### src/rtl/tl_fragmenter_pipe_if.sv
// tl_fragmenter_pipe_if: TL-UL A/D channel bundle; master drives A and sinks D.
interface tl_fragmenter_pipe_if #(
  parameter int AW = 17,
  parameter int SW = 6,
  parameter int DW = 64
);
  logic          a_ready;
  logic          a_valid;
  logic [2:0]    a_opcode;
  logic [2:0]    a_param;
  logic [2:0]    a_size;
  logic [SW-1:0] a_source;
  logic [AW-1:0] a_address;
  logic [DW/8-1:0] a_mask;
  logic [DW-1:0] a_data;
  logic          a_corrupt;
  logic          d_ready;
  logic          d_valid;
  logic [2:0]    d_opcode;
  logic [2:0]    d_size;
  logic [SW-1:0] d_source;
  logic [DW-1:0] d_data;
  modport master (
    output a_valid, a_opcode, a_param, a_size, a_source, a_address, a_mask, a_data, a_corrupt, d_ready,
    input  a_ready, d_valid, d_opcode, d_size, d_source, d_data
  );
  modport slave (
    input  a_valid, a_opcode, a_param, a_size, a_source, a_address, a_mask, a_data, a_corrupt, d_ready,
    output a_ready, d_valid, d_opcode, d_size, d_source, d_data
  );
endinterface

### src/rtl/tl_fragmenter_pipe.sv
// tl_fragmenter_pipe: splits multi-beat TL-UL Get/Put into single-beat requests, merges Put acks on D.
module tl_fragmenter_pipe #(
  parameter int ADDR_W     = 17,
  parameter int SRC_W      = 6,
  parameter int BEAT_BYTES = 8,
  parameter int MAX_BYTES  = 64,
  parameter bit A_PIPE     = 1
) (
  input  logic clk_i,
  input  logic rst_ni,
  tl_fragmenter_pipe_if.slave  in_if,
  tl_fragmenter_pipe_if.master out_if
);
  localparam int DW     = 8 * BEAT_BYTES;
  localparam int BL     = $clog2(BEAT_BYTES);
  localparam int FW     = (MAX_BYTES > BEAT_BYTES) ? $clog2(MAX_BYTES / BEAT_BYTES) : 1;
  localparam int SZW    = 3;
  localparam int OSRC_W = SRC_W + SZW + FW;
  localparam int PW     = 9 + OSRC_W + ADDR_W + BEAT_BYTES + DW + 1;
  typedef enum logic {IDLE, BURST} state_e;
  state_e state_q, state_d;
  logic [FW-1:0] idx_q, idx_d, idx, last_idx, cnt;
  logic big, is_get, last, f_ready, fire, pv_valid, drop;
  logic [PW-1:0] frag, pv;
  always_comb begin
    idx      = (state_q == BURST) ? idx_q : '0;
    big      = in_if.a_size > 3'(BL);
    last_idx = big ? FW'((32'd1 << (32'(in_if.a_size) - 32'(BL))) - 32'd1) : '0;
    cnt      = last_idx - idx;
    is_get   = in_if.a_opcode == 3'd4;
    last     = idx == last_idx;
    fire     = rst_ni && in_if.a_valid && f_ready;
    in_if.a_ready = rst_ni && f_ready && (!is_get || last);
    idx_d    = fire ? (last ? '0 : idx + FW'(1)) : idx;
    state_d  = fire ? (last ? IDLE : BURST) : state_q;
    frag     = {in_if.a_opcode, in_if.a_param, big ? 3'(BL) : in_if.a_size,
                in_if.a_source, in_if.a_size, cnt,
                in_if.a_address | (ADDR_W'(idx) << BL),
                (is_get && big) ? {BEAT_BYTES{1'b1}} : in_if.a_mask,
                in_if.a_data, in_if.a_corrupt};
  end
  always_ff @(posedge clk_i or negedge rst_ni) begin
    if (!rst_ni) begin
      state_q <= IDLE;
      idx_q   <= '0;
    end else begin
      state_q <= state_d;
      idx_q   <= idx_d;
    end
  end
  if (A_PIPE) begin : g_pipe
    logic s_valid_q;
    logic [PW-1:0] s_q;
    always_ff @(posedge clk_i or negedge rst_ni) begin
      if (!rst_ni) begin
        s_valid_q <= 1'b0;
        s_q       <= '0;
      end else begin
        s_valid_q <= f_ready ? in_if.a_valid : s_valid_q;
        s_q       <= fire ? frag : s_q;
      end
    end
    assign f_ready  = !s_valid_q || out_if.a_ready;
    assign pv_valid = s_valid_q;
    assign pv       = s_q;
  end else begin : g_pass
    assign f_ready  = out_if.a_ready;
    assign pv_valid = rst_ni && in_if.a_valid;
    assign pv       = frag;
  end
  assign out_if.a_valid = pv_valid;
  assign {out_if.a_opcode, out_if.a_param, out_if.a_size, out_if.a_source, out_if.a_address,
          out_if.a_mask, out_if.a_data, out_if.a_corrupt} = pv;
  // Non-final Put acks are swallowed so the master sees one ack per burst
  assign drop            = (out_if.d_opcode == 3'd0) && (out_if.d_source[FW-1:0] != '0);
  assign in_if.d_valid   = out_if.d_valid && !drop;
  assign out_if.d_ready  = drop || in_if.d_ready;
  assign in_if.d_opcode  = out_if.d_opcode;
  assign in_if.d_size    = out_if.d_source[FW +: SZW];
  assign in_if.d_source  = out_if.d_source[OSRC_W-1 -: SRC_W];
  assign in_if.d_data    = out_if.d_data;
  logic unused_d_size;
  assign unused_d_size = ^out_if.d_size;
endmodule

### src/flat_wrapper.sv
// flat-port wrapper written by rule: the top's interface ports become plain ports
module tl_fragmenter_pipe_flat 
#(
  parameter int ADDR_W     = 17,
  parameter int SRC_W      = 6,
  parameter int BEAT_BYTES = 8,
  parameter int MAX_BYTES  = 64,
  parameter bit A_PIPE     = 1
)
  (clk_i, rst_ni, in_if_a_valid, in_if_a_opcode, in_if_a_param, in_if_a_size, in_if_a_source, in_if_a_address, in_if_a_mask, in_if_a_data, in_if_a_corrupt, in_if_d_ready, in_if_a_ready, in_if_d_valid, in_if_d_opcode, in_if_d_size, in_if_d_source, in_if_d_data, out_if_a_valid, out_if_a_opcode, out_if_a_param, out_if_a_size, out_if_a_source, out_if_a_address, out_if_a_mask, out_if_a_data, out_if_a_corrupt, out_if_d_ready, out_if_a_ready, out_if_d_valid, out_if_d_opcode, out_if_d_size, out_if_d_source, out_if_d_data);
  tl_fragmenter_pipe_if #(.AW(17), .SW(6), .DW(64)) in_if_i ();
  tl_fragmenter_pipe_if #(.AW(17), .SW(12), .DW(64)) out_if_i ();
  input  logic clk_i;
  input  logic rst_ni;
  input wire logic [$bits(in_if_i.a_valid)-1:0] in_if_a_valid;
  input wire logic [$bits(in_if_i.a_opcode)-1:0] in_if_a_opcode;
  input wire logic [$bits(in_if_i.a_param)-1:0] in_if_a_param;
  input wire logic [$bits(in_if_i.a_size)-1:0] in_if_a_size;
  input wire logic [$bits(in_if_i.a_source)-1:0] in_if_a_source;
  input wire logic [$bits(in_if_i.a_address)-1:0] in_if_a_address;
  input wire logic [$bits(in_if_i.a_mask)-1:0] in_if_a_mask;
  input wire logic [$bits(in_if_i.a_data)-1:0] in_if_a_data;
  input wire logic [$bits(in_if_i.a_corrupt)-1:0] in_if_a_corrupt;
  input wire logic [$bits(in_if_i.d_ready)-1:0] in_if_d_ready;
  output wire logic [$bits(in_if_i.a_ready)-1:0] in_if_a_ready;
  output wire logic [$bits(in_if_i.d_valid)-1:0] in_if_d_valid;
  output wire logic [$bits(in_if_i.d_opcode)-1:0] in_if_d_opcode;
  output wire logic [$bits(in_if_i.d_size)-1:0] in_if_d_size;
  output wire logic [$bits(in_if_i.d_source)-1:0] in_if_d_source;
  output wire logic [$bits(in_if_i.d_data)-1:0] in_if_d_data;
  output wire logic [$bits(out_if_i.a_valid)-1:0] out_if_a_valid;
  output wire logic [$bits(out_if_i.a_opcode)-1:0] out_if_a_opcode;
  output wire logic [$bits(out_if_i.a_param)-1:0] out_if_a_param;
  output wire logic [$bits(out_if_i.a_size)-1:0] out_if_a_size;
  output wire logic [$bits(out_if_i.a_source)-1:0] out_if_a_source;
  output wire logic [$bits(out_if_i.a_address)-1:0] out_if_a_address;
  output wire logic [$bits(out_if_i.a_mask)-1:0] out_if_a_mask;
  output wire logic [$bits(out_if_i.a_data)-1:0] out_if_a_data;
  output wire logic [$bits(out_if_i.a_corrupt)-1:0] out_if_a_corrupt;
  output wire logic [$bits(out_if_i.d_ready)-1:0] out_if_d_ready;
  input wire logic [$bits(out_if_i.a_ready)-1:0] out_if_a_ready;
  input wire logic [$bits(out_if_i.d_valid)-1:0] out_if_d_valid;
  input wire logic [$bits(out_if_i.d_opcode)-1:0] out_if_d_opcode;
  input wire logic [$bits(out_if_i.d_size)-1:0] out_if_d_size;
  input wire logic [$bits(out_if_i.d_source)-1:0] out_if_d_source;
  input wire logic [$bits(out_if_i.d_data)-1:0] out_if_d_data;
  assign in_if_i.a_valid = in_if_a_valid;
  assign in_if_i.a_opcode = in_if_a_opcode;
  assign in_if_i.a_param = in_if_a_param;
  assign in_if_i.a_size = in_if_a_size;
  assign in_if_i.a_source = in_if_a_source;
  assign in_if_i.a_address = in_if_a_address;
  assign in_if_i.a_mask = in_if_a_mask;
  assign in_if_i.a_data = in_if_a_data;
  assign in_if_i.a_corrupt = in_if_a_corrupt;
  assign in_if_i.d_ready = in_if_d_ready;
  assign in_if_a_ready = in_if_i.a_ready;
  assign in_if_d_valid = in_if_i.d_valid;
  assign in_if_d_opcode = in_if_i.d_opcode;
  assign in_if_d_size = in_if_i.d_size;
  assign in_if_d_source = in_if_i.d_source;
  assign in_if_d_data = in_if_i.d_data;
  assign out_if_a_valid = out_if_i.a_valid;
  assign out_if_a_opcode = out_if_i.a_opcode;
  assign out_if_a_param = out_if_i.a_param;
  assign out_if_a_size = out_if_i.a_size;
  assign out_if_a_source = out_if_i.a_source;
  assign out_if_a_address = out_if_i.a_address;
  assign out_if_a_mask = out_if_i.a_mask;
  assign out_if_a_data = out_if_i.a_data;
  assign out_if_a_corrupt = out_if_i.a_corrupt;
  assign out_if_d_ready = out_if_i.d_ready;
  assign out_if_i.a_ready = out_if_a_ready;
  assign out_if_i.d_valid = out_if_d_valid;
  assign out_if_i.d_opcode = out_if_d_opcode;
  assign out_if_i.d_size = out_if_d_size;
  assign out_if_i.d_source = out_if_d_source;
  assign out_if_i.d_data = out_if_d_data;
  tl_fragmenter_pipe #(.ADDR_W(ADDR_W), .SRC_W(SRC_W), .BEAT_BYTES(BEAT_BYTES), .MAX_BYTES(MAX_BYTES), .A_PIPE(A_PIPE)) u_core (.clk_i(clk_i), .rst_ni(rst_ni), .in_if(in_if_i), .out_if(out_if_i));
endmodule
### config.mk
export PLATFORM = sky130hd
export DESIGN_NAME = tl_fragmenter_pipe_flat
export DESIGN_NICKNAME = d
export VERILOG_FILES = /design/src/rtl/tl_fragmenter_pipe_if.sv /design/src/rtl/tl_fragmenter_pipe.sv /design/src/flat_wrapper.sv
export SDC_FILE = /design/constraint.sdc
export NUM_CORES = 1
export LEC_CHECK = 0
export BUFFER_PORTS_ARGS = -buffer_cell sky130_fd_sc_hd__buf_2
export CAP_MARGIN = 20
export CORE_AREA = 2 2 150 152
export DETAILED_ROUTE_END_ITERATION = 6
export DIE_AREA = 0 0 152 154
export PLACE_DENSITY = 0.56
export SLEW_MARGIN = 10
export SYNTH_ARGS = -nofsm -noshare
export SYNTH_HDL_FRONTEND = slang
export SYNTH_SLANG_ARGS = --single-unit
### constraint.sdc
create_clock -name clk_i -period 2.6 [get_ports clk_i]
set_input_delay 0.26 -clock clk_i [delete_from_list [all_inputs] [get_ports clk_i]]
set_output_delay 0.26 -clock clk_i [all_outputs]
set_load 0.005 [all_outputs]
[Word-level counts from Yosys, hierarchy flattened]
Cells that the tools add are included.
W data, S select, Z words.
Cells by class
  add/subtract/negate cells: 4
  multipliers: 0
  div/mod/pow operators: 0
  magnitude comparators: 1
  eq/ne operators: 2
  shift operators: 1
  muxes and demuxes: 7
  bitwise gates (word level): 1
  reduce and logical (&&, ||, !) cells: 15
Operators with widths (number)
  $shl A1 B32 Y3 const A: 1
  $or A17 B6 Y17: 1
  $mux W3: 5
  $mux W8: 1
  $logic_and A1 B1 Y1: 7
  $sub A3 B2 Y4 const B: 1
  $add A3 B1 Y3 const B: 1
  $eq A3 B3 Y1: 1
  $eq A3 B3 Y1 const B: 1
  $gt A3 B2 Y1 const B: 1
  $logic_not A1 Y1: 3
  $logic_not A3 Y1: 1
  $logic_or A1 B1 Y1: 3
  $reduce_bool A3 Y1: 1
  $sub A3 B1 Y3 const B: 1
  $sub A3 B3 Y3: 1
  $mux W1: 1
Storage, ports and cells
  register bits after elaboration: 116
  bits in latches: 0
  memory bits (writable): 0
  memory bits (read-only): 0
  bits of input ports: 193
  output and inout bits: 191
  word-level logic and storage cells: 35
  memories kept: 0

[Longest topological paths before layout]
  word-level depth: 7
  gate-level depth with buffers: 10
  mapped depth without buffers: 10

[Least setup slack after synthesis]
OpenSTA, ideal clock, no wires.
  path type: input -> register
  from: in in_if_a_size[0]
  to: reg u_core.g_pipe.s_q[92]
  library setup time: 0.132 ns
  data arrival time: 2.507 ns
  required time: 2.468 ns
  path slack: -0.039 ns
  stages: 8
  path buffers: 0
  path through: ha_1 ha_1 or4_1 ha_1 or3_1 fa_1 xnor3_2 o21ai_1
Between the ends
  word-level cells in the longest chain between the ends: 5
  elaborated cells on any way between the ends: 6
  classes of those cells: add/sub: 3; order compare: 1; shift: 1; mux: 1
Ends and longest elaborated chain
  start, declared: line flat_wrapper.sv:18  | input wire logic [$bits(in_if_i.a_size)-1:0] in_if_a_size;
  $sub A3 B2 Y4: line tl_fragmenter_pipe.sv:28  | last_idx = big ? FW'((32'd1 << (32'(in_if.a_size) - 32'(BL))) - 32'd1) : '0;
  $shl A1 B32 Y3: line tl_fragmenter_pipe.sv:28
  $sub A3 B1 Y3: line tl_fragmenter_pipe.sv:28
  $mux W3 (*): line tl_fragmenter_pipe.sv:28
  $sub A3 B3 Y3 (*): line tl_fragmenter_pipe.sv:29  | cnt = last_idx - idx;
  end signal, assigned: line tl_fragmenter_pipe.sv:60  | s_q <= fire ? frag : s_q;
  end, declared: line tl_fragmenter_pipe.sv:53  | logic [PW-1:0] s_q;
Mark *: on every way between the ends. The rest lies on a longest branch, timed or not.
A chain may end at the register's enable or synchronous reset.

[Worst setup path after layout]
  from: in in_if_a_size[0]
  to: out in_if_a_ready
Between the ends
  word-level cells in the longest chain between the ends: 7
  elaborated cells on any way between the ends: 8
  classes of those cells: add/sub: 2; order compare: 1; eq/ne: 1; shift: 1; mux: 1; reduce/logical: 2
Ends and longest elaborated chain
  $sub A3 B2 Y4: line tl_fragmenter_pipe.sv:28
  $shl A1 B32 Y3: line tl_fragmenter_pipe.sv:28
  $sub A3 B1 Y3: line tl_fragmenter_pipe.sv:28
  $mux W3 (*): line tl_fragmenter_pipe.sv:28
  $eq A3 B3 Y1 (*): line tl_fragmenter_pipe.sv:31  | last = idx == last_idx;
  $logic_or A1 B1 Y1 (*): line tl_fragmenter_pipe.sv:33  | in_if.a_ready = rst_ni && f_ready && (!is_get || last);
  $logic_and A1 B1 Y1 (*): line tl_fragmenter_pipe.sv:33
  end, declared: line flat_wrapper.sv:25  | output wire logic [$bits(in_if_i.a_ready)-1:0] in_if_a_ready;
Marks and branches as above.

==> results_dict.tcl <==
set metrics [dict create \
    period_share_pct 98.31 \
    worst_slew_pin_slew_ns 0.5963 \
    synth_edf_count 0 \
    seqPwrFrac_pct 39.7 \
    cts_sinks 116 \
    worstPathArrival_ns 2.30 \
    slowest_delay_ns 0.43 \
    reg2reg_setup_slack_ns 0.80 \
    final_common_cell "nand2_1" \
    viasPerCell 4.056 \
    drive_gt1_share_pct 38.71 \
    p_clk_share_pct 41.9 \
    numCtsBuffers 17 \
    nFillCells 2329 \
    irDropWorstVdd_mv 0.3404 \
    grt_pass1_wl_um 22980 \
    final_cell_mix "nand2_1 (297), buf_2 (231), dfrtp_1 (116), clkbuf_16 (17), buf_4 (13)" \
    place_congestion 0.7323 \
    final_antenna_net_count 0 \
    power_density_nw_per_um2 828.6 \
    slew_headroom_pct 60.25 \
    start_kind "input port" \
    hold_path.class "input port to async pin" \
    core_sq_um 21690 \
    slowest_stage "or4_4" \
    grt_max_degree 107 \
    grt_antenna_before_repair 1 \
    first_pass_iters 4 \
    nNetsFinal 950 \
    endpoint_kind "output port" \
    min_period_ns 2.556 \
    initial_utilization_pct 23.99 \
    wl_per_cell_um 13.67 \
    h-tree-depth 4 \
    internal_power_mw 4.208 \
    grt.overflow.total 0 \
    path_clk_slew_ns 0.05 \
    leakage_nw 3.842 \
    drv_cap 0 \
    fin_util_pct 32.05 \
    max_freq_mhz 391.2 \
    seq_area_frac_synth_pct 55.78 \
    status "complete, no violations" \
    rr_startpoint "u_core.state_q" \
    cts_tree "done" \
    drc_errors 0 \
    areaGrowthSynthToFinish_pct 33.59 \
    finalHoldViolCount 0 \
    finClkSkew_ns 0.009505 \
    grt_usage_pct 12.38 \
    die-height_um 154 \
    p_comb_share_pct 18.5 \
    cp_common_cell "ha_4" \
    path_cells "buf_8 -> ha_4 -> ha_4 -> or4_4 -> ha_4 -> or3_4 -> inv_4 -> ha_4 -> nand4_1 -> o21ai_1 -> buf_2" \
    worst_ep_required_time_ns 2.34 \
    routed_wl_um 14260 \
    crit_end "in_if_a_ready" \
    switching_share_pct 26.94 \
    cts_root_buffer "clkbuf_16" \
    synth_nets 781 \
    core.rowCount 54 \
    synth_cell_types 33 \
    synth_area_sq_um 5204 \
    die_x_um 152 \
    r2r_cells 5 \
    synth_area_per_cell_sq_um 8.957 \
    grt_pass1_vias 4416 \
    hpwl_um 9845 \
    numPortBuffers 234 \
    route.vias.total 4230 \
    critPathKind "input port to output port" \
    synth_seq_cells 116 \
    setup_violations 0 \
    rsz0062_at_grt "yes" \
    clock_tree.buffer_depth 2 \
    clk_latency_ns 0.40 \
    setup-tns-final_ns 0 \
    ys_warn_count 0 \
    critPathMaxFanout 2 \
    placed_area_sq_um 6217 \
    startpoint "in_if_a_size[0]" \
    stdcell_area_sq_um 6952 \
    ioPinCount 384 \
    syn_inst 581 \
    die_area_sq_um 23410 \
    drt_iter0_markers 187 \
    switchingPower_mw 1.552 \
    synthArstFlopShare_pct 100.0 \
    drv_slew 0 \
    worstReg2RegEnd "u_core.g_pipe.s_q[92]" \
    ys.flop_type "dfrtp_1" \
]
==> worst max-delay path: cells and delay by family <==
family,cells,cell delay [ns]
AOI/OAI and AO/OA,1,0.16
adders and majority gates,4,0.71
buffers and inverters,3,0.31
and+or+nand+nor,3,0.86
==> stage by stage <==
stage	hold WS [ns]	setup slack, ns	total power [mW]	cells
floorplan	-0.03559	0.01041	2.855	581
finish	0.01580	0.04402	5.760	1043
global route	0.02204	-0.02354	6.137	1042
global placement	0.1407	-0.2203	3.338	1005
detailed placement	0.1403	-0.2606	3.363	1005
CTS	0.01264	-0.1416	5.887	1041
==> what timing repair did <==
action | CTS | global route
hold buffers | 1 | 0
pin swaps | 7 | 7
setup endpoints to repair | 1 | 2
buffers inserted | 4 | 1
resized for setup | 14 | 1
hold endpoints to repair | 10 | 0
==> flip-flops by register name (all words and copies together), names as in the netlist <==
name                   cells
u_core.g_pipe.s_q        111
u_core.state_q             1
u_core.out_if.a_valid      1
u_core.idx_q               3
==> kinds of logic after synthesis <==
kind of cell             synth area share [%]
AO/OA/AOI/OAI                           3.511
buffers and inverters                   13.27
AND/OR/NAND/NOR                         23.97
flip-flops                              55.78
XOR/XNOR                               0.7935
multiplexers                           0.8415
adder cells (fa/ha/maj)                 1.827
==> layer usage <==
metal	part of all wire [%]	GRT usage, %
met5	0	0
met4	3.3	6.275
met3	6.6	4.002
met2	48	20.33
met1	42	14.58
==> cell type report <==
type | count | area, sq um | share of cell area [%]
clock inverters | 11 | 151.4 | 2.178
flip-flops and latches | 116 | 2903 | 41.76
multi-input cells | 358 | 1689 | 24.30
clock buffers | 20 | 456.7 | 6.569
diodes | 1 | 2.502 | 0.03600
repair buffers | 251 | 1374 | 19.76
well taps | 280 | 350.3 | 5.040
inverters | 6 | 25.02 | 0.3600
==> worst min-delay path by stage <==
stage,start,to,slack (ns)
final,rst_ni,u_core.g_pipe.s_q[41],0.02
after global routing,in_if_a_data[20],u_core.g_pipe.s_q[21],0.02
after CTS,in_if_a_data[39],u_core.g_pipe.s_q[40],0.01
after detailed placement,rst_ni,u_core.g_pipe.s_q[96],0.14
after global placement,rst_ni,u_core.g_pipe.s_q[96],0.14
after floorplan,rst_ni,u_core.g_pipe.s_q[0],-0.04
==> cells in the mapped netlist (2+ instances only) <==
master,count,area (sq um)
nand2_1,297,1115
dfrtp_1,116,2903
buf_4,76,570.6
clkbuf_1,15,56.30
o21ai_0,10,50.05
o22a_1,8,70.07
buf_1,7,26.28
ha_1,6,75.07
inv_1,6,22.52
nor2_1,4,15.01
and2_1,3,18.77
buf_2,3,15.01
nand2b_1,3,18.77
nand3_1,2,10.01
nand3b_1,2,15.01
nor3_1,2,10.01
o21ai_1,2,10.01
o31a_1,2,17.52
or4_1,2,15.01
xnor2_1,2,17.52
==> power groups by stage <==
stage	sequential [mW]	clock, mW	combinational [mW]
global placement	2.31	0	1.03
finish	2.28	2.41	1.06
detailed placement	2.31	0	1.05
global route	2.33	2.60	1.21
floorplan	2.33	0	0.520
CTS	2.29	2.51	1.08
Power figures use the tool's default switching activity.
